`config.mk`:
```
export PLATFORM = sky130hd
export DESIGN_NAME = imem_loader_flat
export DESIGN_NICKNAME = d
export VERILOG_FILES = /design/src/rtl/imem_loader_pkg.sv /design/src/rtl/imem_loader_if.sv /design/src/rtl/imem_loader_byte_packer.sv /design/src/rtl/imem_loader.sv /design/src/flat_wrapper.sv
export SDC_FILE = /design/constraint.sdc
export NUM_CORES = 1
export LEC_CHECK = 0
export ABC_AREA = 0
export BUFFER_PORTS_ARGS = -buffer_cell sky130_fd_sc_hd__buf_2
export CAP_MARGIN = 20
export CORE_AREA = 2 2 84 126
export DETAILED_ROUTE_END_ITERATION = 7
export DIE_AREA = 0 0 86 128
export GPL_TIMING_DRIVEN = 0
export SLEW_MARGIN = 40
export SYNTH_ARGS = -nofsm -noshare
export SYNTH_HDL_FRONTEND = slang
export SYNTH_HIERARCHICAL = 1
export SYNTH_SLANG_ARGS = --single-unit
```
`constraint.sdc`:
```
create_clock -name clk -period 2.6 [get_ports clk]
set_input_delay 0.52 -clock clk [delete_from_list [all_inputs] [get_ports clk]]
set_output_delay 0.52 -clock clk [all_outputs]
set_load 0.02 [all_outputs]
```
`src/rtl/imem_loader_pkg.sv`:
```
// rtl/imem_loader_pkg.sv - shared loader state encodings, word geometry and lane helper
package imem_loader_pkg;

    typedef enum logic [2:0] {
        ST_IDLE,
        ST_COLLECT,
        ST_WRITE,
        ST_DONE,
        ST_ERR
    } loader_state_t;

    localparam int          BYTES_PER_WORD = 4;
    localparam logic [31:0] WORD_STRIDE    = 32'd4;
    localparam logic [31:0] NOP_WORD       = 32'h0000_0000;

    // Big-endian lane: byte index 0 lands in [31:24], index 3 in [7:0].
    function automatic int lane_lsb(input logic [1:0] idx);
        return 8 * (BYTES_PER_WORD - 1 - int'(idx));
    endfunction

endpackage

```
`src/rtl/imem_loader_if.sv`:
```
// rtl/imem_loader_if.sv - byte stream, memory write port and status bundle of the loader
interface imem_loader_if #(
    parameter int CNT_W = 9
);
    logic             start;
    logic             byte_valid;
    logic [7:0]       byte_data;
    logic             byte_last;
    logic             byte_ready;
    logic             mem_we;
    logic [31:0]      mem_addr;
    logic [31:0]      mem_wdata;
    logic             busy;
    logic             done;
    logic             overflow;
    logic             cpu_hold;
    logic [CNT_W-1:0] word_count;

    modport master (
        output start, byte_valid, byte_data, byte_last,
        input  byte_ready, mem_we, mem_addr, mem_wdata,
               busy, done, overflow, cpu_hold, word_count
    );

    modport slave (
        input  start, byte_valid, byte_data, byte_last,
        output byte_ready, mem_we, mem_addr, mem_wdata,
               busy, done, overflow, cpu_hold, word_count
    );
endinterface

```
`src/rtl/imem_loader_byte_packer.sv`:
```
// rtl/imem_loader_byte_packer.sv - big-endian byte-to-word packer with lane index and clear
module imem_loader_byte_packer
    import imem_loader_pkg::*;
(
    input  logic        clk,
    input  logic        rst,
    input  logic        clear,
    input  logic        load,
    input  logic [7:0]  byte_data,
    output logic [31:0] word,
    output logic        full
);

    logic [1:0] idx;

    always_ff @(posedge clk or posedge rst) begin
        if (rst) begin
            word <= NOP_WORD;
            idx  <= 2'd0;
        end else if (clear) begin
            word <= NOP_WORD;
            idx  <= 2'd0;
        end else if (load) begin
            word[lane_lsb(idx) +: 8] <= byte_data;
            idx                      <= idx + 2'd1;
        end
    end

    // Asserted in the cycle whose load fills the last lane.
    assign full = load && (idx == 2'(BYTES_PER_WORD - 1));

endmodule

```
`src/rtl/imem_loader.sv`:
```
// rtl/imem_loader.sv - packs a byte stream into words and writes instruction memory, holding the CPU until done
module imem_loader
    import imem_loader_pkg::*;
#(
    parameter logic [31:0] BASE_ADDR = 32'h0000_0000,
    parameter int          DEPTH     = 256,
    parameter int          CNT_W     = 9
) (
    input  logic         clk,
    input  logic         rst,
    imem_loader_if.slave bus
);

    loader_state_t state;
    logic          last_seen;
    logic          xfer;
    logic          at_cap;
    logic          load;
    logic          restart;
    logic          clear;
    logic          full;
    logic [31:0]   word;

    // byte_ready is only ever high in COLLECT, so a transfer implies COLLECT.
    assign xfer    = bus.byte_valid && bus.byte_ready;
    assign at_cap  = (bus.word_count == CNT_W'(DEPTH));
    assign load    = xfer && !at_cap;
    assign restart = bus.start &&
                     (state == ST_IDLE || state == ST_DONE || state == ST_ERR);
    assign clear   = restart || (state == ST_WRITE);

    assign bus.mem_wdata = word;

    imem_loader_byte_packer u_packer (
        .clk       (clk),
        .rst       (rst),
        .clear     (clear),
        .load      (load),
        .byte_data (bus.byte_data),
        .word      (word),
        .full      (full)
    );

    always_ff @(posedge clk or posedge rst) begin
        if (rst) begin
            state          <= ST_IDLE;
            last_seen      <= 1'b0;
            bus.byte_ready <= 1'b0;
            bus.mem_we     <= 1'b0;
            bus.mem_addr   <= BASE_ADDR;
            bus.busy       <= 1'b0;
            bus.done       <= 1'b0;
            bus.overflow   <= 1'b0;
            bus.cpu_hold   <= 1'b1;
            bus.word_count <= '0;
        end else if (restart) begin
            state          <= ST_COLLECT;
            last_seen      <= 1'b0;
            bus.byte_ready <= 1'b1;
            bus.mem_we     <= 1'b0;
            bus.mem_addr   <= BASE_ADDR;
            bus.busy       <= 1'b1;
            bus.done       <= 1'b0;
            bus.overflow   <= 1'b0;
            bus.cpu_hold   <= 1'b1;
            bus.word_count <= '0;
        end else begin
            case (state)
                ST_COLLECT: begin
                    if (xfer && at_cap) begin
                        // Memory is full: swallow the byte and park in ERR.
                        state          <= ST_ERR;
                        bus.overflow   <= 1'b1;
                        bus.byte_ready <= 1'b0;
                        bus.busy       <= 1'b0;
                    end else if (load && (full || bus.byte_last)) begin
                        state          <= ST_WRITE;
                        last_seen      <= bus.byte_last;
                        bus.byte_ready <= 1'b0;
                        bus.mem_we     <= 1'b1;
                    end
                end
                ST_WRITE: begin
                    bus.mem_we     <= 1'b0;
                    bus.mem_addr   <= bus.mem_addr + WORD_STRIDE;
                    bus.word_count <= bus.word_count + CNT_W'(1);
                    if (last_seen) begin
                        state        <= ST_DONE;
                        bus.busy     <= 1'b0;
                        bus.done     <= 1'b1;
                        bus.cpu_hold <= 1'b0;
                    end else begin
                        state          <= ST_COLLECT;
                        bus.byte_ready <= 1'b1;
                    end
                end
                default: begin
                    state <= state;
                end
            endcase
        end
    end

endmodule
```
`src/flat_wrapper.sv`:
```
// flat-port wrapper written by rule: the top's interface ports become plain ports
module imem_loader_flat import imem_loader_pkg::*;
#(
    parameter logic [31:0] BASE_ADDR = 32'h0000_0000,
    parameter int          DEPTH     = 256,
    parameter int          CNT_W     = 9
)
  (clk, rst, bus_start, bus_byte_valid, bus_byte_data, bus_byte_last, bus_byte_ready, bus_mem_we, bus_mem_addr, bus_mem_wdata, bus_busy, bus_done, bus_overflow, bus_cpu_hold, bus_word_count);
  imem_loader_if #(.CNT_W(CNT_W)) bus_i ();
  input  logic clk;
  input  logic rst;
  input wire logic [$bits(bus_i.start)-1:0] bus_start;
  input wire logic [$bits(bus_i.byte_valid)-1:0] bus_byte_valid;
  input wire logic [$bits(bus_i.byte_data)-1:0] bus_byte_data;
  input wire logic [$bits(bus_i.byte_last)-1:0] bus_byte_last;
  output wire logic [$bits(bus_i.byte_ready)-1:0] bus_byte_ready;
  output wire logic [$bits(bus_i.mem_we)-1:0] bus_mem_we;
  output wire logic [$bits(bus_i.mem_addr)-1:0] bus_mem_addr;
  output wire logic [$bits(bus_i.mem_wdata)-1:0] bus_mem_wdata;
  output wire logic [$bits(bus_i.busy)-1:0] bus_busy;
  output wire logic [$bits(bus_i.done)-1:0] bus_done;
  output wire logic [$bits(bus_i.overflow)-1:0] bus_overflow;
  output wire logic [$bits(bus_i.cpu_hold)-1:0] bus_cpu_hold;
  output wire logic [$bits(bus_i.word_count)-1:0] bus_word_count;
  assign bus_i.start = bus_start;
  assign bus_i.byte_valid = bus_byte_valid;
  assign bus_i.byte_data = bus_byte_data;
  assign bus_i.byte_last = bus_byte_last;
  assign bus_byte_ready = bus_i.byte_ready;
  assign bus_mem_we = bus_i.mem_we;
  assign bus_mem_addr = bus_i.mem_addr;
  assign bus_mem_wdata = bus_i.mem_wdata;
  assign bus_busy = bus_i.busy;
  assign bus_done = bus_i.done;
  assign bus_overflow = bus_i.overflow;
  assign bus_cpu_hold = bus_i.cpu_hold;
  assign bus_word_count = bus_i.word_count;
  imem_loader #(.BASE_ADDR(BASE_ADDR), .DEPTH(DEPTH), .CNT_W(CNT_W)) u_core (.clk(clk), .rst(rst), .bus(bus_i));
endmodule
```
==> summary.md, run 1 <==
| Metric | Value |
|---|---|
| Final hold vios | 0 |
| Die X | 86 um |
| Minimum clock period after layout | 2460 ps |
| FF-to-FF Start | u_core/bus.word_count[6] |
| Worst r2r path cells | 8 |
| DP Area | 4760 um2 |
| PortBufs | 89 |
| Tot Pwr | 4.54 mW |
| Yosys warnings | 6 |
| CP endpoint | u_core/state[1] |
| Status | finished clean |
| Async set or reset register ratio after synthesis | 100% |
| Die area | 11000 um2 |
| Starting Density | 41.5% |
| Skew final | 8.34 ps |
| Mapped cell area | 4140 um2 |
| First-pass GRT wire length | 17.3 mm |
| Number of global-route vias before repair | 3298 |
| Max rail drop VDD | 0.627 mV |
| Top_reg_cell synth | dfrtp_1 |
| Largest family of logic cells by synthesized area | simple AND/OR/NAND/NOR gates |
| Post-DP HPWL | 7.64 mm |
| Synth Area in Adders | 2.42% |
| # diodes | 0 |
| Clock power share | 26.5% |
| Unique masters post-synth | 54 |
| Final non-filler cell area | 5100 um2 |
| Post-synthesis simple-gate area fraction | 19.3% |
| Avg Vias per Cell | 5.57 |
| Post-synthesis xor/xnor area fraction | 5.72% |
| Hold Crit Class | in -> async |
| CTS sink count | 83 |
| Sequential area share after synthesis | 50.2% |
| Cells after Synth | 386 |
| Share of cells above drive strength 1 | 30.0% |
| Avg Inst Size Synth | 10.7 um2 |
| Tot GR Track Use | 20.1% |
| Worst slew margin | 60.6% |
| Std-Cell Rows | 45 |
| DRC Markers | 0 |
| Reg power frac | 35.9% |
| Detailed Route WL | 10.6 mm |
| Pleak | 2.47 nW |
| Reg2Reg Capture Point | u_core/state[1] |
| Pwr per Cell Area | 890 nW/um2 |
| ANT nets after route | 0 |
| TritonCTS buffer count | 9 |
| Pin count of the biggest net entering global routing | 41 |
| CP Data Arrival Time | 2690 ps |
| Final RePlAce weighted congestion | 0.847 |
| CP max FO | 10 |
| Die height | 128 um |
| Initial DRT Pass Iterations | 6 |
| Number of synthesized flops with an enable pin | 0 |
| Clk Tree Root Cell | clkbuf_16 |
| Grt ovf | 0 |
| Placed cell count | 594 |
| Critical path launch point | u_core/bus.word_count[6] |
| Antenna violations before repair | 0 |
| Final non-filler cell total | 610 |
| Multiplexer share of the synthesized area | 0.484% |
| Post-synthesis register bit count | 83 |
| Combinational power share | 37.6% |
| Internal power | 2.70 mW |
| DR WL/cell | 17.4 um |
| Worst slew pin tran | 591 ps |
| RSZ-0062 raised after global routing | false |
| Setup crit start kind | register |
| Total of max-cap violations | 0 |
| H-tree lvl count | 3 |
| Initial drt markers | 154 |
| Synth-to-Final Area Change | 23.2% |
| Setup_tns | 0 ps |
| Clk_lat worst skew | 340 ps |
| Period utilization | 94.6% |
| Layout net count | 509 |
| Vias | 3395 |
| Final setup fails | 0 |
| Reg2Reg Setup Slack | 140 ps |
| Final Max Slew Viols | 0 |
| Max Freq | 407 MHz |
| Crit path capture type | register |
| Sw frac | 40.4% |
| Compound-cell area share of the yosys netlist | 18.1% |
| # IOs | 92 |
| Max clock buf depth | 2 |
| Net switching power | 1.83 mW |
| Post-CTS Hold Fix Bufs | 0 |
| Worst path required time | 2830 ps |
| Worst-path clk slew | 60 ps |
| Setup CP Type | reg -> reg |
| CTS tree | built |
| Core Box Area | 9970 um2 |
[through the flow]
step | hold slack [ps] | setup slack, ps | util, %
final | 83.4 | 141 | 51.1
after global routing | 93.2 | 10.5 | 51.1
after CTS | 80.4 | 11.4 | 50.8
after detailed placement | 450 | -212 | 47.7
after global placement | 472 | -203 | 47.5
after floorplan | 443 | 217 | -
[flip-flops by register name, summed over array words and instances (netlist names), 2 cells and up]
| register | count |
|---|---|
| u_core/u_packer/word | 32 |
| u_core/bus.mem_addr | 30 |
| u_core/bus.word_count | 9 |
| u_core/state | 3 |
| u_core/u_packer/idx | 2 |
[kinds of logic after synthesis]
kind of cell,after synthesis
muxes,2
DFF,83
adders and majority gates,8
and+or+nand+nor,146
xor gates and xnor gates,27
other,1
AOI/OAI and AO/OA,84
buffers and inverters,35
[synth_stat cells, types with 2 or more instances]
cell type   n  share of area (%)
nor2b_1     5               0.76
nand2b_1    2               0.30
dfrtp_1    82                 50
a32o_1     16                3.9
and3_1      3               0.45
xnor2_1     3               0.64
o21ai_0     9                1.1
nand4b_1    8                1.7
clkbuf_1   13                1.2
nor2_1     45                4.1
buf_4       2               0.36
nor4_1      3               0.45
nand4_1    22                3.3
nand2_1    21                1.9
a21o_1      4               0.73
o211ai_1   11                2.0
o2bb2ai_1   6                1.3
buf_2       5               0.60
o2111ai_1   6                1.3
and2b_1     4               0.73
xor2_1     24                5.1
o21ai_1     2               0.24
ha_1        8                2.4
a21oi_1    11                1.3
o2bb2ai_2   8                2.9
or4_1       7                1.3
and2_1      2               0.30
o2bb2ai_4   2                1.3
and4_1      2               0.42
a21oi_2     2               0.42
mux2i_1     2               0.48
inv_1      12                1.1
buf_1       2               0.18
nor3_1      2               0.24
or3_1       5               0.76
nand3_1     7               0.85
[routing by layer]
metal | share of wire [%] | vias to the layer above | wire length, um | GRT usage (%)
li1 | - | 1624 | - | -
met3 | 3.8 | 15 | 400 | 2.83
met5 | 0 | - | 0 | 0
met1 | 42 | 1677 | 4410 | 24.1
met4 | 2.4 | 0 | 255 | 10.2
met2 | 52 | 79 | 5520 | 34.7
[how the worst min path moves through the flow]
| stage | startpoint | to | slack (ps) | cells after the start |
|---|---|---|---|---|
| finish | rst | u_core/bus.word_count[3] | 80 | 2 |
| global route | rst | u_core/bus.word_count[3] | 90 | 2 |
| CTS | rst | u_core/bus.word_count[3] | 80 | 2 |
| detailed placement | rst | u_core/bus.word_count[3] | 450 | 2 |
| global placement | u_core/u_packer/word[1] | u_core/u_packer/word[1] | 470 | 1 |
| floorplan | u_core/last_seen | u_core/bus.cpu_hold | 440 | 1 |
[worst max-delay path, cell delays in order, from the launching register on]
cell and delay (ps):
dfrtp_1 440, or4_4 580, nor4_4 330, nor2_2 140, and2_2 300, nor2_2 120, a21o_1 170, a2111oi_1 90
a21o_1 170
[layout make-up]
| cell class | count | area (um2) |
|---|---|---|
| tap | 117 | 146 |
| timing repair buffer | 91 | 473 |
| multi-input combinational | 269 | 1960 |
| buffer | 22 | 106 |
| sequential | 83 | 2080 |
| inverter | 12 | 48.8 |
| clock buffer | 12 | 256 |
| clock inverter | 4 | 25.0 |
| fill | 918 | 4870 |
[placed cells by master, fill, tap and decap left out, types with 7 or more instances in the layout]
cell / count
a21oi_1: 9
a32o_1: 16
buf_2: 94
clkbuf_1: 12
clkbuf_16: 9
dfrtp_1: 82
ha_1: 8
inv_1: 10
nand2_1: 21
nand3_1: 7
nand4_1: 22
nand4b_1: 8
nor2_1: 41
o211ai_1: 11
o21ai_0: 9
o2bb2ai_2: 8
xor2_1: 24
[power groups by stage]
stage / clock network (mW) / registers [mW] / logic (mW)
2_1_floorplan: 0 / 1.78 / 1.04
3_3_place_gp: 0 / 1.64 / 1.66
3_5_place_dp: 0 / 1.65 / 1.68
4_1_cts: 1.23 / 1.63 / 1.69
5_1_grt: 1.27 / 1.66 / 1.87
6_report: 1.20 / 1.63 / 1.70
[what timing repair did]
action                     CTS  global route
gates resized for setup      5            11
buffers inserted             0             1
pin swaps                    0             1
setup endpoints to repair   18            26
(Power assumes the default switching activity.)
==> run 2: changes to the inputs <==
--- a/config.mk
+++ b/config.mk
@@ -8,12 +8,11 @@
 export ABC_AREA = 0
 export BUFFER_PORTS_ARGS = -buffer_cell sky130_fd_sc_hd__buf_2
 export CAP_MARGIN = 20
-export CORE_AREA = 2 2 84 126
+export CORE_AREA = 2 2 83 125
 export DETAILED_ROUTE_END_ITERATION = 7
-export DIE_AREA = 0 0 86 128
+export DIE_AREA = 0 0 85 127
 export GPL_TIMING_DRIVEN = 0
 export SLEW_MARGIN = 40
 export SYNTH_ARGS = -nofsm -noshare
 export SYNTH_HDL_FRONTEND = slang
-export SYNTH_HIERARCHICAL = 1
 export SYNTH_SLANG_ARGS = --single-unit
==> run 2 against run 1 <==
Worst setup slack better by 250 ps. Combinational power is 24% lower. Synthesized cell count is 4.9% lower. Fmax is 11% higher. First-iteration DRC count is 15% higher. Critical path depth is 4 lower. Critical path type unchanged. Critical endpoint is now u_core.u_packer.word[2].
==> summary.md, run 2 <==
| Metric | Value |
|---|---|
| Status | finished clean |
| Pin count of the biggest net entering global routing | 22 (-46%) |
| Most common cell in the netlist | dfrtp_1 |
| Total of max-cap violations | 0 (unchanged) |
| RSZ-0062 raised after global routing | false |
| Worst slew margin | 60.4% (-0.14 points) |
| Final RePlAce weighted congestion | 0.819 (-3.2%) |
| Post-synthesis simple-gate area fraction | 20.9% (+1.6 points) |
| Unique masters post-synth | 52 (-3.7%) |
| Number of synthesized flops with an enable pin | 0 (unchanged) |
| Clk Tree Root Cell | clkbuf_16 |
| Clk_lat worst skew | 340 ps (about the same) |
| FF-to-FF Start | u_core.bus.word_count[4] |
| Std-Cell Rows | 44 (-2.2%) |
| Die area | 10800 um2 (-1.9%) |
| Synth-to-Final Area Change | 24.9% |
| CP delay by family, top | compound AO/OA/AOI/OAI gates |
| CP Data Arrival Time | 2440 ps (-250 ps) |
| Worst r2r path cells | 4 (-4) |
| Multiplexer share of the synthesized area | 3.04% (+2.6 points) |
| Crit path capture type | register |
| # IOs | 92 (unchanged) |
| Commonest non-fill, non-tap cell in the layout | buf_2 |
| Setup CP Type | reg -> reg |
| Period utilization | 85.1% (-9.4 points) |
| PortBufs | 89 (unchanged) |
| Grt met1 use | 24.4% (+0.30 points) |
| Avg Vias per Cell | 5.61 (+0.86%) |
| Worst path required time | 2830 ps (about the same) |
| CP max stage delay | 550 ps (-30 ps) |
| Max clock buf depth | 2 (unchanged) |
| Hold Crit Class | in -> async |
| Sequential area share after synthesis | 51.0% (+0.77 points) |
| Grt ovf | 0 (unchanged) |
| Fin util | 52.8% (+1.7 points) |
| Pleak | 2.46 nW (-0.55%) |
| Worst-path clk slew | 70 ps (about the same) |
| Post-CTS setup buffer count | 0 (unchanged) |
| Regs by FF count | u_core.u_packer.word: 32 flops, u_core.bus.mem_addr: 30 flops, u_core.bus.word_count: 9 flops |
| CTS tree | built |
| Die height | 127 um (-0.78%) |
| Largest register FFs | 32 (unchanged) |
| Share of cells above drive strength 1 | 30.4% (+0.38 points) |
| Post-CTS Hold Fix Bufs | 0 (unchanged) |
| Critical path launch point | u_core.bus.word_count[4] |
| Minimum clock period after layout | 2210 ps (-245 ps) |
| Tot Pwr | 4.23 mW (-6.7%) |
| Largest family of logic cells by synthesized area | simple AND/OR/NAND/NOR gates |
| Tot GR Track Use | 20.5% (+0.36 points) |
| Mapped cell area | 4080 um2 (-1.5%) |
| # diodes | 0 (unchanged) |
| Vias | 3323 (-2.1%) |
| Max rail drop VDD | 0.445 mV (-29%) |
| Number of global-route vias before repair | 3481 (+5.5%) |
| Met2 Usage GRT | 35.3% (+0.55 points) |
| Fillers | 871 (-5.1%) |
| Post-DP HPWL | 7.87 mm (+3.0%) |
| CTS sink count | 83 (unchanged) |
| Crit path buffers/inverters | 0 (unchanged) |
| Top cell type's share of synthesized area | 50.4% (+0.76 points) |
| Most frequent cells after synthesis | 82 x dfrtp_1, 23 x a21oi_1, 23 x a22o_1, 23 x nor2_1, 21 x nand2_1 |
| Detailed Route WL | 10.4 mm (-1.9%) |
| Busiest grt layer | met2 |
| Top_reg_cell synth | dfrtp_1 |
| Pwr per Cell Area | 831 nW/um2 (-6.6%) |
| Final Max Slew Viols | 0 (unchanged) |
| Avg Inst Size Synth | 11.1 um2 (+3.6%) |
| Synth area leader | dfrtp_1 |
| DRC Markers | 0 (unchanged) |
| Most frequent cells in the layout | 92 x buf_2, 82 x dfrtp_1, 23 x a21oi_1, 23 x nor2_1, 23 x a22o_1 |
| Stages on worst setup path | 4 (-4) |
| Slowest library cell on the worst path | nor4_4 |
| Setup_tns | 0 ps (unchanged) |
| Setup crit start kind | register |
| Antenna violations before repair | 0 (unchanged) |
| CP endpoint | u_core.u_packer.word[2] |
| ANT nets after route | 0 (unchanged) |
| Synth Area in Adders | 2.15% (-0.27 points) |
| Compound-cell area share of the yosys netlist | 16.3% (-1.8 points) |
| First-pass GRT wire length | 17.6 mm (+1.9%) |
| Starting Density | 42.3% (+0.78 points) |
| CP max FO | 8 (-2) |
| Layout net count | 492 (-3.3%) |
| Post-synthesis xor/xnor area fraction | 3.44% (-2.3 points) |
| H-tree lvl count | 3 (unchanged) |
| Final setup fails | 0 (unchanged) |
| Reg2Reg Capture Point | u_core.u_packer.word[2] |
| Core Box Area | 9630 um2 (-3.3%) |
| Yosys warnings | 0 (-6) |
| Post_cts resized | 0 (-5) |
| Final hold vios | 0 (unchanged) |
| Skew final | 7.49 ps (-0.857 ps) |
| TritonCTS buffer count | 9 (unchanged) |
| Initial DRT Pass Iterations | 4 (-2) |
| Cells after Synth | 367 (-4.9%) |
| Biggest register | u_core.u_packer.word |
| Max Freq | 452 MHz (+11%) |
| Post-synthesis register bit count | 83 (unchanged) |
| Crit path cell chain | nor4_4 -> a21oi_4 -> a211oi_4 -> mux2_2 |
| Worst slew pin tran | 591 ps (+0.156 ps) |
| Die X | 85 um (-1.2%) |
| Async set or reset register ratio after synthesis | 100% (unchanged) |
| Initial drt markers | 177 (+15%) |
| DR WL/cell | 17.5 um (+1.1%) |
| Met3 GRT Util | 4.52% (+1.7 points) |
| Synth area leaders | dfrtp_1 50%, a22o_1 4.9%, mux2_2 3.0%, a21oi_1 2.8%, o31ai_1 2.8% |
| Reg2Reg Setup Slack | 390 ps (+250 ps) |
-- run 2: cell count changes in the layout (fill, tap and decap cells not counted), sizes merged, moves of 8 or more --
cell     before  now
mux2          0   11
nand4b        8    0
nor2         45   23
o211ai       11    1
o2bb2ai      16    0
nand4        22   11
nor4b         0   11
a21oi        14   24
nand3         7   15
a22o          1   23
xor2         24   12
o31ai         0   15
a32o         16    1
-- run 2: final cells by class --
type	instances	area [um2]	area share (%)
tap	115	144	2.83
clock inverter	7	82.6	1.62
clock buffer	9	225	4.42
timing repair buffer	93	556	10.9
sequential	83	2080	40.8
multi-input combinational	256	1870	36.8
buffer	18	86.3	1.70
inverter	11	45.0	0.885
-- run 2: power by group --
group	total [mW]	internal [mW]	leakage [nW]	switching, mW
Sequential	1.61	1.47	1.13	0.142
Clock	1.32	0.759	0.151	0.564
Combinational	1.30	0.468	1.18	0.831
-- run 2: worst min-delay path by stage --
stage                              from                      end  slack (ps)  cells after the start
floorplan           u_core.bus.cpu_hold      u_core.bus.cpu_hold         490                      2
global placement    u_core.bus.cpu_hold      u_core.bus.cpu_hold         450                      2
detailed placement  u_core.bus.cpu_hold      u_core.bus.cpu_hold         450                      2
CTS                                 rst  u_core.u_packer.word[5]         240                      2
global route                        rst  u_core.u_packer.word[7]         270                      2
finish                              rst  u_core.u_packer.word[5]         230                      2
-- run 2: logic make-up (layout without fill, tap and decap cells) --
logic type,Yosys count,count (layout)
AOI/OAI and AO/OA,87,87
xor gates and xnor gates,16,16
adders and majority gates,7,7
buffers and inverters,29,138
DFF,83,83
muxes,11,11
other,1,2
and+or+nand+nor,133,133
-- run 2: through the flow --
stage	instances	worst slack [ps]	area (um2)	hold slack (ps)
2_1_floorplan	368	593	4080	492
3_3_place_gp	572	395	4670	447
3_5_place_dp	576	380	4780	450
4_1_cts	592	370	5090	244
5_1_grt	592	263	5090	266
6_report	592	387	5090	233
-- run 2: worst reg2reg max path, cell delays in order (launching register included) --
cell and delay, ps:
dfrtp_1 450, nor4_4 550, a21oi_4 190, a211oi_4 510
mux2_2 390
-- run 2: metal layers --
metal	up-vias	part of all wire, %
met4	0	2.3
met5	-	0
met2	76	53
li1	1587	-
met3	16	4.1
met1	1644	40
==> run 3: changes to the inputs <==
--- a/config.mk
+++ b/config.mk
@@ -8,11 +8,11 @@
 export ABC_AREA = 0
 export BUFFER_PORTS_ARGS = -buffer_cell sky130_fd_sc_hd__buf_2
 export CAP_MARGIN = 20
-export CORE_AREA = 2 2 83 125
+export CORE_AREA = 2 2 92 138
 export DETAILED_ROUTE_END_ITERATION = 7
-export DIE_AREA = 0 0 85 127
+export DIE_AREA = 0 0 94 140
 export GPL_TIMING_DRIVEN = 0
-export SLEW_MARGIN = 40
+export REMOVE_ABC_BUFFERS = 1
 export SYNTH_ARGS = -nofsm -noshare
 export SYNTH_HDL_FRONTEND = slang
 export SYNTH_SLANG_ARGS = --single-unit
==> run 3 against run 2 <==
Combinational power about the same. Largest power group unchanged. First-iteration DRC count decreased by 53%. Sequential power about the same. Clock skew increased by 2.4 ps. Global-route usage decreased by 4.5 points. Highest routed layer unchanged. Cell area decreased by 0.79%.
==> summary.md, run 3 (same netlist as run 2, synthesis figures left out) <==
| Metric | Value |
|---|---|
| Status | finished clean |
| Setup_tns | 0 ps (unchanged) |
| Clk_lat worst skew | 340 ps (about the same) |
| Final RePlAce weighted congestion | 0.747 (-8.8%) |
| Initial DRT Pass Iterations | 4 (unchanged) |
| Number of global-route vias before repair | 3273 (-6.0%) |
| CP max FO | 22 (+14) |
| Worst slew pin tran | 776 ps (+185 ps) |
| RSZ-0062 raised after global routing | false |
| Pre-CTS setup slack | -303 ps (-683 ps) |
| Minimum clock period after layout | 2370 ps (+156 ps) |
| DP Area | 4690 um2 (-2.0%) |
| Initial drt markers | 84 (-53%) |
| Biggest register | u_core.u_packer.word |
| Grt ovf | 0 (unchanged) |
| Core Box Area | 12000 um2 (+24%) |
| Clk Tree Root Cell | clkbuf_16 |
| Reg2Reg Capture Point | u_core.bus.mem_addr[23] |
| Std-Cell Rows | 49 (+11%) |
| TritonCTS buffer count | 9 (unchanged) |
| # diodes | 0 (unchanged) |
| Layout net count | 475 (-3.5%) |
| ANT nets after route | 0 (unchanged) |
| Final hold vios | 0 (unchanged) |
| Max clock buf depth | 2 (unchanged) |
| Pwr per Cell Area | 842 nW/um2 (+1.3%) |
| Pleak | 2.41 nW (-1.8%) |
| Final Max Slew Viols | 0 (unchanged) |
| CTS sink count | 83 (unchanged) |
| Period utilization | 91.1% (+6.0 points) |
| Reg2Reg Setup Slack | 230 ps (-160 ps) |
| DRC Markers | 0 (unchanged) |
| Setup CP Type | reg -> reg |
| Crit path capture type | register |
| Worst-path clk slew | 60 ps (about the same) |
| Fin Hold WS | 190 ps (-42.4 ps) |
| DR WL/cell | 16.5 um (-6.0%) |
| Pin count of the biggest net entering global routing | 54 (+150%) |
| Synth-to-Final Area Change | 23.9% |
| Commonest non-fill, non-tap cell in the layout | buf_2 |
| Most frequent cells in the layout | 89 x buf_2, 82 x dfrtp_1, 23 x a21oi_1, 23 x nor2_1, 23 x a22o_1 |
| Max Freq | 422 MHz (-6.6%) |
| Detailed Route WL | 10.1 mm (-2.6%) |
| Worst r2r path cells | 4 (unchanged) |
| Share of cells above drive strength 1 | 30.2% (-0.18 points) |
| Final non-filler cell area | 5050 um2 (-0.79%) |
| Avg Vias per Cell | 5.29 (-5.8%) |
| Total of max-cap violations | 0 (unchanged) |
| First-pass GRT wire length | 16.8 mm (-4.7%) |
| Post-DP HPWL | 7.28 mm (-7.5%) |
| Vias | 3242 (-2.4%) |
| Die height | 140 um (+10%) |
| Worst path required time | 2850 ps (+20 ps) |
| PortBufs | 89 (unchanged) |
| Skew final | 9.86 ps (+2.37 ps) |
| Final worst slack | 231 ps (-156 ps) |
| CTS tree | built |
| # IOs | 92 (unchanged) |
| H-tree lvl count | 3 (unchanged) |
| Tot GR Track Use | 16.0% (-4.5 points) |
| Worst slew margin | 48.1% (-12 points) |
| Max rail drop VDD | 0.397 mV (-11%) |
| Setup crit start kind | register |
| Die area | 13200 um2 (+22%) |
| CP Data Arrival Time | 2620 ps (+180 ps) |
| FF-to-FF Start | u_core.bus.mem_addr[14] |
| Hold Crit Class | in -> async |
| Largest register FFs | 32 (unchanged) |
| Starting Density | 34.1% (-8.2 points) |
| Regs by FF count | u_core.u_packer.word: 32 flops, u_core.bus.mem_addr: 30 flops, u_core.bus.word_count: 9 flops |
| Die X | 94 um (+11%) |
| Antenna violations before repair | 0 (unchanged) |
| Final setup fails | 0 (unchanged) |
run 3: metrics by stage:
| step | utilization (%) | total power [mW] | std cells |
|---|---|---|---|
| finish | 42.2 | 4.25 | 613 |
| global route | 42.2 | 4.48 | 613 |
| CTS | 42.2 | 4.31 | 613 |
| detailed placement | 39.2 | 2.93 | 594 |
| global placement | 38.7 | 2.87 | 592 |
| floorplan | - | 2.48 | 350 |
run 3: repair_timing:
action / CTS / global route
setup endpoints to repair: 7 / 0
gates resized for setup: 1 / 0
buffers inserted: 3 / 0
hold buffers: 0 / 0
run 3: critical path, cell delays in order, from the launching register on:
cell and delay [ps]:
dfrtp_1 480, and4_1 280, nand4_1 630, or4_1 720, a21oi_1 180
run 3: cell type report:
cell class,instances,area [um2]
fillers,1164,6910
multi-input cells,256,1880
flip-flops and latches,83,2080
well taps,153,191
inverters,11,43.8
repair buffers,94,536
clock buffers,12,267
clock inverters,4,55.1
run 3: per-layer routing:
| metal | vias up | routed length [um] | global-route usage [%] |
|---|---|---|---|
| li1 | 1543 | - | - |
| met1 | 1610 | 4290 | 19.3 |
| met2 | 81 | 5090 | 27.3 |
| met3 | 8 | 603 | 4.03 |
| met4 | 0 | 125 | 5.95 |
| met5 | - | 0 | 0 |
run 3: where the power goes:
part           leakage (nW)  switching, mW  internal (mW)
registers              1.13          0.144           1.47
logic                  1.13          0.832          0.458
clock network         0.155          0.523          0.828
run 3: worst max path at each step:
stage,start,to,slack [ps]
2_1_floorplan,rst,u_core.bus.busy,-60
6_report,u_core.bus.mem_addr[14],u_core.bus.mem_addr[23],230
5_1_grt,u_core.bus.mem_addr[14],u_core.bus.mem_addr[28],20
4_1_cts,u_core.bus.mem_addr[14],u_core.bus.mem_addr[23],250
3_3_place_gp,rst,u_core.u_packer.word[10],-1120
3_5_place_dp,u_core.state[1],u_core.bus.mem_addr[29],-300
